<file path="src/rtl/rs.sv">
// Five-entry reservation station: one slot per functional unit (ALU, LOAD, STORE, MULT0, MULT1).
// Accepts one decoded instruction per cycle and issues at most one held entry per cycle.

package rs_pkg;

    typedef enum logic [3:0] {
        ALU_ADD    = 4'd0,
        ALU_SUB    = 4'd1,
        ALU_SLT    = 4'd2,
        ALU_SLTU   = 4'd3,
        ALU_AND    = 4'd4,
        ALU_OR     = 4'd5,
        ALU_XOR    = 4'd6,
        ALU_SLL    = 4'd7,
        ALU_SRL    = 4'd8,
        ALU_SRA    = 4'd9,
        ALU_MUL    = 4'd10,
        ALU_MULH   = 4'd11,
        ALU_MULHSU = 4'd12,
        ALU_MULHU  = 4'd13,
        ALU_DIV    = 4'd14,
        ALU_REM    = 4'd15
    } ALU_FUNC;

    typedef struct packed {
        logic [31:0] inst;
        logic [31:0] pc;
        logic [4:0]  dest_reg;
        ALU_FUNC     alu_func;
        logic        rd_mem;
        logic        wr_mem;
        logic        valid;
    } DECODER_PACKET;

    typedef struct packed {
        DECODER_PACKET decoder_packet;
        logic          write_en;
    } ID_RS_PACKET;

    typedef struct packed {
        logic [2:0] remove_idx;
        logic       remove_en;
    } EX_RS_PACKET;

    typedef struct packed {
        logic [2:0] free_idx;
        logic       free;
    } RS_ID_PACKET;

    typedef struct packed {
        DECODER_PACKET decoder_packet;
        logic          issue_en;
    } RS_IS_PACKET;

endpackage

module rs
    import rs_pkg::*;
(
    input  logic        clock,
    input  logic        reset,
    input  logic        interrupt,
    input  logic        cdb_en,
    input  ID_RS_PACKET id_rs_packet,
    input  EX_RS_PACKET ex_rs_packet,
    output RS_ID_PACKET rs_id_packet,
    output RS_IS_PACKET rs_is_packet,
    output logic [4:0]  rs_busy_status,
    output logic        is_mult
);

    localparam int         NUM_ENTRIES = 5;
    localparam logic [2:0] SLOT_ALU    = 3'd0;
    localparam logic [2:0] SLOT_LOAD   = 3'd1;
    localparam logic [2:0] SLOT_STORE  = 3'd2;
    localparam logic [2:0] SLOT_MULT0  = 3'd3;
    localparam logic [2:0] SLOT_MULT1  = 3'd4;

    // Single-cycle units share the CDB; only the multiplier slots may issue while it is reserved.
    localparam logic [4:0] CDB_BLOCKED_MASK = 5'b11000;

    logic [4:0]    busy_q, busy_d;
    logic [4:0]    issued_q, issued_d;
    DECODER_PACKET entry_q [NUM_ENTRIES];
    DECODER_PACKET entry_d [NUM_ENTRIES];

    DECODER_PACKET id_pkt;
    logic          id_is_mult;
    logic [2:0]    free_idx;
    logic          free;
    logic [7:0]    busy_ext;

    logic [4:0]    dispatch_mask;
    logic [4:0]    remove_mask;
    logic [4:0]    candidates;
    logic [4:0]    win_mask;
    logic          win_found;
    DECODER_PACKET issue_pkt;
    logic          issue_is_mult;

    assign id_pkt   = id_rs_packet.decoder_packet;
    assign busy_ext = {3'b000, busy_q};

    always_comb begin
        id_is_mult = 1'b0;
        case (id_pkt.alu_func)
            ALU_MUL, ALU_MULH, ALU_MULHSU, ALU_MULHU: id_is_mult = 1'b1;
            default:                                 id_is_mult = 1'b0;
        endcase
    end

    // Store takes priority over load, and both over the ALU function field.
    always_comb begin
        free_idx = SLOT_ALU;
        if (id_pkt.wr_mem) begin
            free_idx = SLOT_STORE;
        end else if (id_pkt.rd_mem) begin
            free_idx = SLOT_LOAD;
        end else if (id_is_mult) begin
            free_idx = busy_q[3] ? SLOT_MULT1 : SLOT_MULT0;
        end else begin
            free_idx = SLOT_ALU;
        end
    end

    assign free = ~busy_ext[free_idx];

    always_comb begin
        dispatch_mask = 5'b00000;
        if (id_rs_packet.write_en && free) begin
            dispatch_mask = 5'(8'd1 << free_idx);
        end
    end

    // Out-of-range indices shift past bit 4 and leave an empty mask.
    always_comb begin
        remove_mask = 5'b00000;
        if (ex_rs_packet.remove_en) begin
            remove_mask = 5'(8'd1 << ex_rs_packet.remove_idx);
        end
    end

    assign candidates = busy_q & ~issued_q & (cdb_en ? CDB_BLOCKED_MASK : 5'b11111);

    always_comb begin
        win_mask      = 5'b00000;
        win_found     = 1'b0;
        issue_pkt     = '0;
        issue_is_mult = 1'b0;
        for (int i = 0; i < NUM_ENTRIES; i++) begin
            if (!win_found && candidates[i]) begin
                win_found     = 1'b1;
                win_mask[i]   = 1'b1;
                issue_pkt     = entry_q[i];
                issue_is_mult = (i >= 3);
            end
        end
    end

    // Removal is applied last so it wins over issue marking of the same slot.
    always_comb begin
        busy_d   = busy_q;
        issued_d = issued_q;
        for (int i = 0; i < NUM_ENTRIES; i++) begin
            entry_d[i] = entry_q[i];
        end
        if (interrupt) begin
            busy_d   = 5'b00000;
            issued_d = 5'b00000;
        end else begin
            issued_d = issued_q | win_mask;
            busy_d   = busy_q | dispatch_mask;
            issued_d = issued_d & ~dispatch_mask;
            busy_d   = busy_d & ~remove_mask;
            issued_d = issued_d & ~remove_mask;
            for (int i = 0; i < NUM_ENTRIES; i++) begin
                if (dispatch_mask[i]) begin
                    entry_d[i] = id_pkt;
                end
            end
        end
    end

    always_ff @(posedge clock or posedge reset) begin
        if (reset) begin
            busy_q   <= 5'b00000;
            issued_q <= 5'b00000;
            for (int i = 0; i < NUM_ENTRIES; i++) begin
                entry_q[i] <= '0;
            end
        end else begin
            busy_q   <= busy_d;
            issued_q <= issued_d;
            for (int i = 0; i < NUM_ENTRIES; i++) begin
                entry_q[i] <= entry_d[i];
            end
        end
    end

    assign rs_id_packet.free_idx       = free_idx;
    assign rs_id_packet.free           = free;
    assign rs_is_packet.decoder_packet = issue_pkt;
    assign rs_is_packet.issue_en       = win_found;
    assign rs_busy_status              = busy_q;
    assign is_mult                     = issue_is_mult;

endmodule

</file>
<file path="config.mk">
export PLATFORM = sky130hd
export DESIGN_NAME = rs
export DESIGN_NICKNAME = d
export VERILOG_FILES = /design/src/rtl/rs.sv
export SDC_FILE = /design/constraint.sdc
export NUM_CORES = 1
export LEC_CHECK = 0
export ABC_AREA = 1
export BUFFER_PORTS_ARGS = -buffer_cell sky130_fd_sc_hd__buf_2
export CAP_MARGIN = 20
export CORE_MARGIN = 3
export CORE_UTILIZATION = 30
export CTS_BUF_LIST = sky130_fd_sc_hd__clkbuf_16
export CTS_CLUSTER_DIAMETER = 50
export DETAILED_ROUTE_END_ITERATION = 10
export PLACE_DENSITY_LB_ADDON = 0.12
export SYNTH_ARGS = -nofsm -noshare
export SYNTH_HDL_FRONTEND = slang
export SYNTH_SLANG_ARGS = --single-unit
</file>
<file path="constraint.sdc">
create_clock -name clock -period 29 [get_ports clock]
set_clock_uncertainty 0.15 [all_clocks]
set_input_delay 1.45 -clock clock [delete_from_list [all_inputs] [get_ports clock]]
set_output_delay 1.45 -clock clock [all_outputs]
set_load 0.05 [all_outputs]
</file>
## Word level (Yosys, flattened, before mapping)

Index checks and enable logic that the tools add are counted.

- Shift operators: 2
- Multiplexer cells: 27
- Equality and inequality tests: 4
- Magnitude comparators: 1
- Reductions and logical operators: 15
- Bitwise operators: 12

Operators by type and width:

| operator | count |
|---|---|
| 76-bit 2-to-1 mux | 5 |
| 5-bit AND | 5 |
| 5-bit 2-to-1 mux | 4 |
| 4-bit equality test (second input constant) | 4 |
| 3-bit 2-to-1 mux | 5 |
| 5-bit NOT | 3 |
| 1-bit 2-to-1 mux | 12 |
| 5-bit OR | 2 |
| 2-bit AND reduction | 5 |
| 1-bit by 3-bit left shift with 5-bit output (first input constant) | 2 |
| 1-bit logical AND | 5 |
| 1-bit zero test | 4 |
| 3-bit by 4-bit less-than comparator with 1-bit output (second input constant) | 1 |
| 4-bit OR reduction | 1 |
| 1-bit binary-select mux with 3-bit select | 1 |
| 1-bit NOT | 2 |

- Input bits: 85
- Logic and storage cells: 98
- Flip-flop bits (word level): 390

## Longest topological paths before layout

- Depth after elaboration: 20
- Gate-level depth with buffers: 15
- Depth with buffers taken out: 13

## Worst setup path after synthesis

Ideal clock, no wire load.

- Path kind: input to output
- From: input port cdb_en
- To: output port rs_is_packet[12] (netlist bit)
- Stages on the path: 8
- Path buffers: 2
- Data arrival time: 3084 ps
- Setup slack: 24316 ps
- Cells stage by stage: inv_1 > nand3_1 > nand3_1 > clkbuf_1 > buf_1 > o22ai_1 > a21oi_1 > nand3_1

RTL lines:

| element | line | text |
|---|---|---|
| start, declared | 63 | `input logic cdb_en,` |
| end, declared | 67 | `output RS_IS_PACKET rs_is_packet,` |

==> run metrics <==
result of the run finished clean; vias 15900; nets in the synthesized netlist 2413; largest net degree at the start of global routing 140; Routability Congestion 0.766; max-capacitance violation count 0; VDD IR-drop max 0.0494 mV; synthesis warning total 0; master of the slowest instance on the critical path inv_2; remaining antenna violation count after routing 0; prevailing post-synth register cell dfrtp_1; Worst Tran Pin Value 1030 ps; DRC 0; buffer and inverter count on the worst path 6; die area 0.0634 mm^2; sequential-to-total area share from yosys stat 0.539; Vias/cell 4.88; Crit path arrival time 5440 ps; Detailed Route Iter0 Violations 1166; aggregate routed wire length 63200 um; maximum buffer depth of the clock tree 3; final critical-path share of the clock period 0.243; final-report hold violation count 0; instance count of the mapped netlist 2328; via count of the first global-routing pass 15700; number of port buffers 171; Root Buffer clkbuf_16; Die H 252 um; Final #Nets 2514; total of flip-flops plus latches after synthesis 390; static power due to leakage 11.6 nW; crit path launch type input port; minimum setup slack in the final design 21960 ps; width of the die 252 um; critical path capture point type output pin; min cycle time layout 7040 ps; critical path start-end classification in2out; detailed placer's ending HPWL 35300 um; total number of clock tree sinks 390; number of detailed-route iterations in the first pass 5; area growth from synthesis to layout 19.1%; residual overflow from global routing 0; TritonCTS Buffers 60; Setup Total Neg Slack 0 ps; number of buffers inserted by hold repair at cts 0; achievable frequency 142 MHz; final setup violation count 0; proportion of layout cells with a drive suffix above 1 0.129; Tightest Hold Check Type reg2reg; post-CTS clock slew at the launch and capture registers of the worst setup and hold paths 50 ps; Placement Setup Slack 21830 ps; delay of the slowest cell on the worst path 850 ps; Final Slew Violations 0; WL per Instance 19.4 um; ordered list of cells on the worst path buf_2, inv_1, nand3_4, buf_4, nand3_4, inv_2, buf_4, a21oi_1, nand3_1, buf_2; clock tree from TritonCTS built; Worst EP required 27400 ps; Boundary Pins 172; gate family responsible for the most delay along the worst path buffers and inverters; total setup buffers inserted after CTS 0; total track usage 0.200; Cell Pwr Density 75.5 mW/mm^2; async set-reset flop share out of synthesis 1.00; effective utilization at floorplan 0.305; number of gates resized after CTS 0; worst rel slew slack 0.313; number of distinct library cells after synthesis 27; antenna violations before repair 3; H-Tree Level Count 2; number of flops mapped to enable cells by yosys 0; synthesized cell area 0.0181 mm^2; Placement Rows 89; clock latency of the later-clocked register in the worst-skew pair 610 ps; core region area 0.0594 mm^2; mean instance size in the synthesized netlist 7.78 um^2; peak fanout along the critical path 58; Filler Cells Inserted 6224; RSZ-0062 raised after global routing no; global-route wire length before repair 98200 um
## power by group
group | internal [mW] | switching, mW | total, mW
clock network | 0.436 | 0.276 | 0.711
logic | 0.0709 | 0.151 | 0.222
registers | 0.644 | 0.0529 | 0.697
## worst paths after layout
path                                   startpoint  slack, ps                to  depth (start not counted)
max in group asynchronous                   reset      25460      entry_q[111]                          4
worst max register to register  rs_busy_status[0]      25370       issued_q[2]                          6
worst min register to register        entry_q[82]        300       entry_q[82]                          2
min in group asynchronous                   reset        830        entry_q[3]                          2
worst max-delay path                       cdb_en      21960  rs_is_packet[12]                         10
worst min-delay path                  entry_q[82]        300       entry_q[82]                          2
## flip-flops by register name, summed over array words and instances (netlist names)
| signal | count |
|---|---|
| issued_q | 5 |
| entry_q | 380 |
| rs_busy_status | 5 |
## kinds of logic (layout without fill, tap and decap cells)
kind of cell | count (synthesis) | in the layout | share of synthesized area
compound gates | 165 | 165 | 0.0542
other cells | 0 | 1 | 0
simple gates | 1423 | 1423 | 0.327
buf+inv | 350 | 500 | 0.0803
flops | 390 | 390 | 0.539
## cell usage after synthesis, types with 3 or more instances
cell,n,share of area
nand2_1,986,0.20
dfrtp_1,390,0.54
nand3_1,385,0.11
inv_1,186,0.039
clkbuf_1,74,0.015
o22ai_1,60,0.021
a21oi_1,50,0.014
buf_2,50,0.014
nor2_1,32,0.0066
o21ai_0,30,0.0083
buf_4,21,0.0087
o221ai_1,16,0.0077
buf_1,13,0.0027
inv_2,6,0.0012
nand4_1,4,0.0014
nand4_2,4,0.0028
a21boi_0,3,0.0012
nand3_2,3,0.0017
o211ai_1,3,0.0012
## layer usage
metal | vias to the layer above | global-route usage | routed length, um
li1 | 7614 | - | -
met1 | 7788 | 0.287 | 30100
met2 | 403 | 0.317 | 28700
met3 | 77 | 0.0305 | 3300
met4 | 4 | 0.0489 | 1050
met5 | - | 0 | 22
## through the flow
stage                util  cells  power [mW]  area [um^2]  hold WS, ps
floorplan               -   2328       0.859        18100          272
global placement    0.328   3135       0.922        19500          285
detailed placement  0.329   3138       0.928        19600          289
CTS                 0.363   3249        1.65        21500          303
global route        0.364   3252        1.72        21600          320
finish              0.364   3252        1.63        21600          302
## worst min-delay path, cell delays in order, from the launching register on
cell	delay, ps
dfrtp_1	320
inv_1	50
nand2_1	50
## placed cells by master (no fill, tap or decap), types with 2 or more instances in the layout
master / count
nor3_1: 2
nand3_1: 382
nand4_4: 4
clkinvlp_4: 8
o221ai_1: 16
o22ai_1: 60
nand3_2: 3
nand4_1: 4
buf_16: 4
nor2_1: 29
dfrtp_1: 390
a21boi_0: 3
o211ai_1: 3
clkinv_4: 3
buf_2: 171
o21ai_0: 30
inv_8: 2
clkinv_1: 10
nand2_2: 2
nand3_4: 3
nor2_4: 6
nand2_1: 986
a21oi_1: 50
inv_1: 188
clkinv_2: 12
a31oi_1: 2
buf_4: 21
inv_2: 6
bufinv_16: 6
clkbuf_16: 61
inv_6: 7
## layout make-up
class / instances / area (um^2) / share of cell area
flip-flops and latches: 390 / 9760 / 0.452
multi-input cells: 1588 / 7000 / 0.325
clock buffers: 61 / 1530 / 0.0707
repair buffers: 197 / 1140 / 0.0530
well taps: 773 / 967 / 0.0448
inverters: 192 / 739 / 0.0343
clock inverters: 50 / 437 / 0.0202
diodes: 1 / 2.50 / 0.000116
No activity file was read; power rests on OpenSTA's default activity.
